**src/rtl/bcd_convert_scheduler.sv**
```systemverilog
// Round-robin scheduler sharing one flash-started 10-bit to 3-digit BCD converter across N_CH display fields.
// Define BCD_LEAD_BLANK_EN to replace leading zero digits with the 4'hF blank code at capture.
module bcd_convert_scheduler #(
  parameter int N_CH    = 4,
  parameter int CVT_LAT = 12,
  parameter int MAX_VAL = 999
) (
  input  logic                 clk,
  input  logic                 rst,
  input  logic [N_CH-1:0]      req,
  input  logic [10*N_CH-1:0]   val,
  output logic [N_CH-1:0]      done,
  output logic [12*N_CH-1:0]   bcd_out,
  output logic [N_CH-1:0]      ovf,
  output logic                 busy,
  output logic                 cvt_flash,
  output logic [9:0]           cvt_data,
  input  logic [11:0]          cvt_result
);

  localparam int CW = $clog2(N_CH);
  localparam int LW = $clog2(CVT_LAT);

  typedef enum logic [1:0] {IDLE, FLASH, WAIT, CAPTURE} state_t;

  state_t          state;
  logic [CW-1:0]   ptr;
  logic [CW-1:0]   ch;
  logic [LW-1:0]   cnt;
  logic            lat_ovf;

  logic            gnt_found;
  logic [CW-1:0]   gnt_ch;
  logic [9:0]      gnt_raw;
  logic            gnt_ovf;
  logic [9:0]      gnt_val;
  logic [11:0]     cap_val;

  function automatic logic [11:0] blank_lead(input logic [11:0] d);
    logic [11:0] r;
    r = d;
    if (d[11:8] == 4'h0) begin
      r[11:8] = 4'hF;
      if (d[7:4] == 4'h0) r[7:4] = 4'hF;
    end
    return r;
  endfunction

  // First requester at or after the pointer, wrapping.
  always_comb begin
    // NOTE: every combinational output gets a default first so no latch is inferred.
    gnt_found = 1'b0;
    gnt_ch    = ptr;
    for (int i = 0; i < N_CH; i++) begin
      if (!gnt_found && req[(int'(ptr) + i) % N_CH]) begin
        gnt_found = 1'b1;
        gnt_ch    = CW'((int'(ptr) + i) % N_CH);
      end
    end
    gnt_raw = val[10*int'(gnt_ch) +: 10];
    gnt_ovf = int'(gnt_raw) > MAX_VAL;
    gnt_val = gnt_ovf ? 10'(MAX_VAL) : gnt_raw;
  end

`ifdef BCD_LEAD_BLANK_EN
  assign cap_val = blank_lead(cvt_result);
`else
  assign cap_val = cvt_result;
`endif

  // Outputs are registered on the edge entering each state, so cvt_flash is high
  // during FLASH and done/bcd_out/ovf are visible during CAPTURE.
  always_ff @(posedge clk) begin
    if (rst) begin
      state     <= IDLE;
      ptr       <= '0;
      ch        <= '0;
      cnt       <= '0;
      lat_ovf   <= 1'b0;
      done      <= '0;
      bcd_out   <= '0;
      ovf       <= '0;
      busy      <= 1'b0;
      cvt_flash <= 1'b0;
      cvt_data  <= '0;
    end else begin
      // NOTE: done defaults low every cycle so it can only ever be a one-cycle pulse.
      done <= '0;
      case (state)
        IDLE: begin
          if (gnt_found) begin
            ch        <= gnt_ch;
            lat_ovf   <= gnt_ovf;
            cvt_data  <= gnt_val;
            cvt_flash <= 1'b1;
            busy      <= 1'b1;
            state     <= FLASH;
          end
        end
        FLASH: begin
          cvt_flash <= 1'b0;
          cnt       <= '0;
          state     <= WAIT;
        end
        WAIT: begin
          cnt <= cnt + 1'b1;
          // cvt_result is sampled CVT_LAT cycles after the flash cycle.
          if (cnt == LW'(CVT_LAT - 1)) begin
            bcd_out[12*int'(ch) +: 12] <= cap_val;
            ovf[ch]                    <= lat_ovf;
            done[ch]                   <= 1'b1;
            ptr                        <= (int'(ch) == N_CH - 1) ? '0 : ch + 1'b1;
            state                      <= CAPTURE;
          end
        end
        CAPTURE: begin
          busy  <= 1'b0;
          state <= IDLE;
        end
        default: state <= IDLE;
      endcase
    end
  end

endmodule

```
**config.mk**
```make
export PLATFORM = sky130hd
export DESIGN_NAME = bcd_convert_scheduler
export DESIGN_NICKNAME = d
export VERILOG_FILES = /design/src/rtl/bcd_convert_scheduler.sv
export SDC_FILE = /design/constraint.sdc
export NUM_CORES = 1
export LEC_CHECK = 0
export ABC_AREA = 0
export CAP_MARGIN = 20
export CORE_ASPECT_RATIO = 1.5
export CORE_MARGIN = 2
export CORE_UTILIZATION = 40
export DETAILED_ROUTE_END_ITERATION = 8
export GPL_TIMING_DRIVEN = 0
export HOLD_SLACK_MARGIN = 0.06
export PLACE_DENSITY = 0.77
export SLEW_MARGIN = 20
export SYNTH_ARGS = -nofsm -noshare
export SYNTH_HDL_FRONTEND = slang
export SYNTH_SLANG_ARGS = --single-unit
```
**constraint.sdc**
```tcl
create_clock -name clk -period 7 [get_ports clk]
set_input_delay 0.7 -clock clk [delete_from_list [all_inputs] [get_ports clk]]
set_output_delay 0.7 -clock clk [all_outputs]
set_load 0.01 [all_outputs]
```
==> results.yml <==
status:
  status: "completed"
routing:
  remaining_drc_errors: 0
  wl_um: 11700
  drt_iter0_drc: 309
  pre_antenna_drt_iters: 5
  dr_total_vias: 4041
  via_to_cell_ratio: 5.53
  ant_nets: 0
  routed_wire_length_per_instance_um: 16.1
critical_path:
  timing.critical_path.fanout_max: 13
  cp-end-kind: "register"
  element_type_at_the_critical_path_start: "register"
  cp.arrival_ns: 3.53
  timing.critical_path.required_ns: 7.27
  reg2reg_depth: 8
  crit_type: "reg -> reg"
synth:
  synth.distinct_cells: 41
  syn_nets: 548
  synth-edff-count: 0
  main_synth_ff_type: "sky130_fd_sc_hd__dfxtp_1"
  synth-warning-count: 0
  synth_cells: 476
  synth-async-reset-ratio_pct: 0
  postSynthRegisterBits: 79
  post_synthesis_area_per_instance_sq_um: 8.12
  synth_seq_area_share_pct: 40.9
  post_synth_instance_area_sq_um: 3870
cts:
  ctsResizeCount: 0
  clock_buffer_count_from_cts: 9
  worstSkewPairLatency_ns: 0.34
  cts_root_buf: "sky130_fd_sc_hd__clkbuf_16"
  clk_path_buf_depth: 2
  clock_tree_from_tritoncts: "yes"
  clock_sink_count: 79
  cts_setup_buffers: 0
  number_of_hold_repair_buffers_added_at_the_cts_stage: 0
  cts-htree-levels: 3
  clk_pin_slew_worst_paths_ns: 0.06
placed_design:
  place.detailed.instances: 715
  place.port_buffers: 124
  gpl.final_weighted_congestion: 0.927
  dp_hpwl_um: 9210
  placement.cell_area_sq_um: 5250
final_layout:
  layout-drive-gt1-share_pct: 4.38
  layout.filler_cells: 867
  mostFrequentLayoutCells: "sky130_fd_sc_hd__clkdlybuf4s50_1 (124), sky130_fd_sc_hd__dfxtp_1 (79), sky130_fd_sc_hd__nand2_1 (74)"
  n_antenna_cell: 0
  most_common_cell_after_layout_fill_and_taps_aside: "sky130_fd_sc_hd__clkdlybuf4s50_1"
  post-route-util_pct: 58.5
  num-nets-final: 683
  non_filler_instance_count_after_layout: 731
  finish.instance_area_sq_um: 5570
  synthToLayoutAreaGrowth_pct: 44.1
pwr:
  leakage_nw: 2.12
  cell_internal_pwr_uw: 953
  power.share.switching_pct: 31.5
  power.clock.fraction_pct: 35.9
  power.switching_uw: 438
  ir_worst_vdd_v: 0.000153
  pwr-share-seq_pct: 36.3
  comb_power_share_pct: 27.8
  p_per_area_nw_per_um2: 249
timing:
  timing.final.crit_share_pct: 46.7
  clock_skew_after_layout_ns: 0.00545
  finalSetupViolations: 0
  finalMaxSlewViolations: 0
  final-hold-violation-count: 0
  max-slew-margin-rel_pct: 40.9
  setup_tns_ns: 0
  maxClockFrequency_mhz: 306
  worst_pin_slew_ns: 0.874
  rsz0062_at_grt: "false"
  timing.final.crit_period_ns: 3.27
  finalHoldWorstSlack_ns: 0.451
die:
  die_x_um: 84.3
  area_enclosed_by_the_die_boundary_sq_um: 10500
  die_height_um: 124
  io_pins: 126
  num_rows: 44
  coreArea_sq_um: 9520
  initial_core_util_pct: 40.6
global_routing:
  grt_use_total_pct: 22.3
  grt_pass1_vias: 3964
  initial_antenna_violation_count: 0
  grt_pass1_wl_um: 18800
  overflow: 0
  grt_start_max_net_pins: 15
min_path:
  min_path_type: "reg -> reg"
  cell_depth_of_the_worst_min_delay_path: 2
run:
  maxCapViolCount: 0
power groups by stage:
stage	Sequential [mW]	Clock, mW	Combinational (mW)
finish	0.505	0.500	0.386
global route	0.508	0.521	0.424
CTS	0.504	0.503	0.384
detailed placement	0.513	0	0.380
global placement	0.511	0	0.371
floorplan	0.519	0	0.223
registers in the layout (all words and copies together), names as in the netlist:
register and flops:
cnt 4, ovf 4, busy 1, bcd_out 48, ptr 2, lat_ovf 1
state 2, cvt_flash 1, done 4, ch 2, cvt_data 10
layer usage:
| layer | track usage (%) | wire length [um] |
|---|---|---|
| met1 | 22.3 | 4150 |
| met2 | 41.7 | 6350 |
| met3 | 6.83 | 892 |
| met4 | 9.20 | 352 |
| met5 | 0 | 0 |
path summary, 6_finish.rpt:
| path | startpoint | endpoint | slack [ns] |
|---|---|---|---|
| worst min register to register | bcd_out[19] | bcd_out[19] | 0.45 |
| worst max register to register | ch[0] | bcd_out[1] | 3.73 |
| worst min-delay path | bcd_out[19] | bcd_out[19] | 0.45 |
| worst max-delay path | ch[0] | bcd_out[1] | 3.73 |
final cells by class:
cell class / count / area [sq um] / area share (%)
timing repair buffer: 124 / 1240 / 22.3
clock inverter: 7 / 96.3 / 1.73
clock buffer: 9 / 225 / 4.04
sequential: 79 / 1580 / 28.4
inverter: 8 / 30.0 / 0.539
buffer: 31 / 128 / 2.29
multi-input combinational: 358 / 2130 / 38.2
tap: 115 / 144 / 2.58
cells in the mapped netlist, types with 4 or more instances:
master / number / area [sq um]
sky130_fd_sc_hd__a21oi_1: 52 / 260
sky130_fd_sc_hd__a22o_1: 8 / 70.1
sky130_fd_sc_hd__a22oi_1: 27 / 203
sky130_fd_sc_hd__a311oi_1: 4 / 35.0
sky130_fd_sc_hd__and2_1: 8 / 50.1
sky130_fd_sc_hd__clkbuf_1: 26 / 97.6
sky130_fd_sc_hd__dfxtp_1: 79 / 1580
sky130_fd_sc_hd__ha_1: 14 / 175
sky130_fd_sc_hd__inv_1: 7 / 26.3
sky130_fd_sc_hd__mux2_2: 7 / 78.8
sky130_fd_sc_hd__mux2i_1: 26 / 260
sky130_fd_sc_hd__nand2_1: 74 / 278
sky130_fd_sc_hd__nand2b_1: 4 / 25.0
sky130_fd_sc_hd__nand3_1: 19 / 95.1
sky130_fd_sc_hd__nand3b_1: 4 / 30.0
sky130_fd_sc_hd__nor2_1: 63 / 236
sky130_fd_sc_hd__nor2b_1: 6 / 37.5
sky130_fd_sc_hd__nor3_1: 6 / 30.0
sky130_fd_sc_hd__nor4_1: 7 / 43.8
sky130_fd_sc_hd__o21ai_0: 6 / 30.0
cells by family (layout without fill, tap and decap cells):
kind of cell / after synthesis / count (layout) / share of synthesized area [%]
xor+xnor: 1 / 1 / 0.227
fa+ha+maj: 14 / 14 / 4.53
simple gates: 196 / 196 / 22.4
flops: 79 / 79 / 40.9
mux: 33 / 33 / 8.77
buf+inv: 39 / 179 / 4.08
compound gates: 114 / 114 / 19.2
worst max-delay path, stage by stage, from the launching register on:
cell and delay, ns:
sky130_fd_sc_hd__dfxtp_1 0.42, sky130_fd_sc_hd__clkinv_1 0.20, sky130_fd_sc_hd__clkbuf_1 0.48, sky130_fd_sc_hd__ha_1 0.30, sky130_fd_sc_hd__clkbuf_1 0.35, sky130_fd_sc_hd__nor2b_1 0.35, sky130_fd_sc_hd__nor3b_1 0.73, sky130_fd_sc_hd__nand3_1 0.17
sky130_fd_sc_hd__a21oi_1 0.18
stage by stage:
| stage | total power, mW | setup WS, ns |
|---|---|---|
| floorplan | 0.742 | 4.43 |
| global placement | 0.882 | 3.72 |
| detailed placement | 0.893 | 3.60 |
| CTS | 1.39 | 3.76 |
| global route | 1.45 | 3.46 |
| finish | 1.39 | 3.73 |
Note: power is estimated with default switching activity, not from simulation.
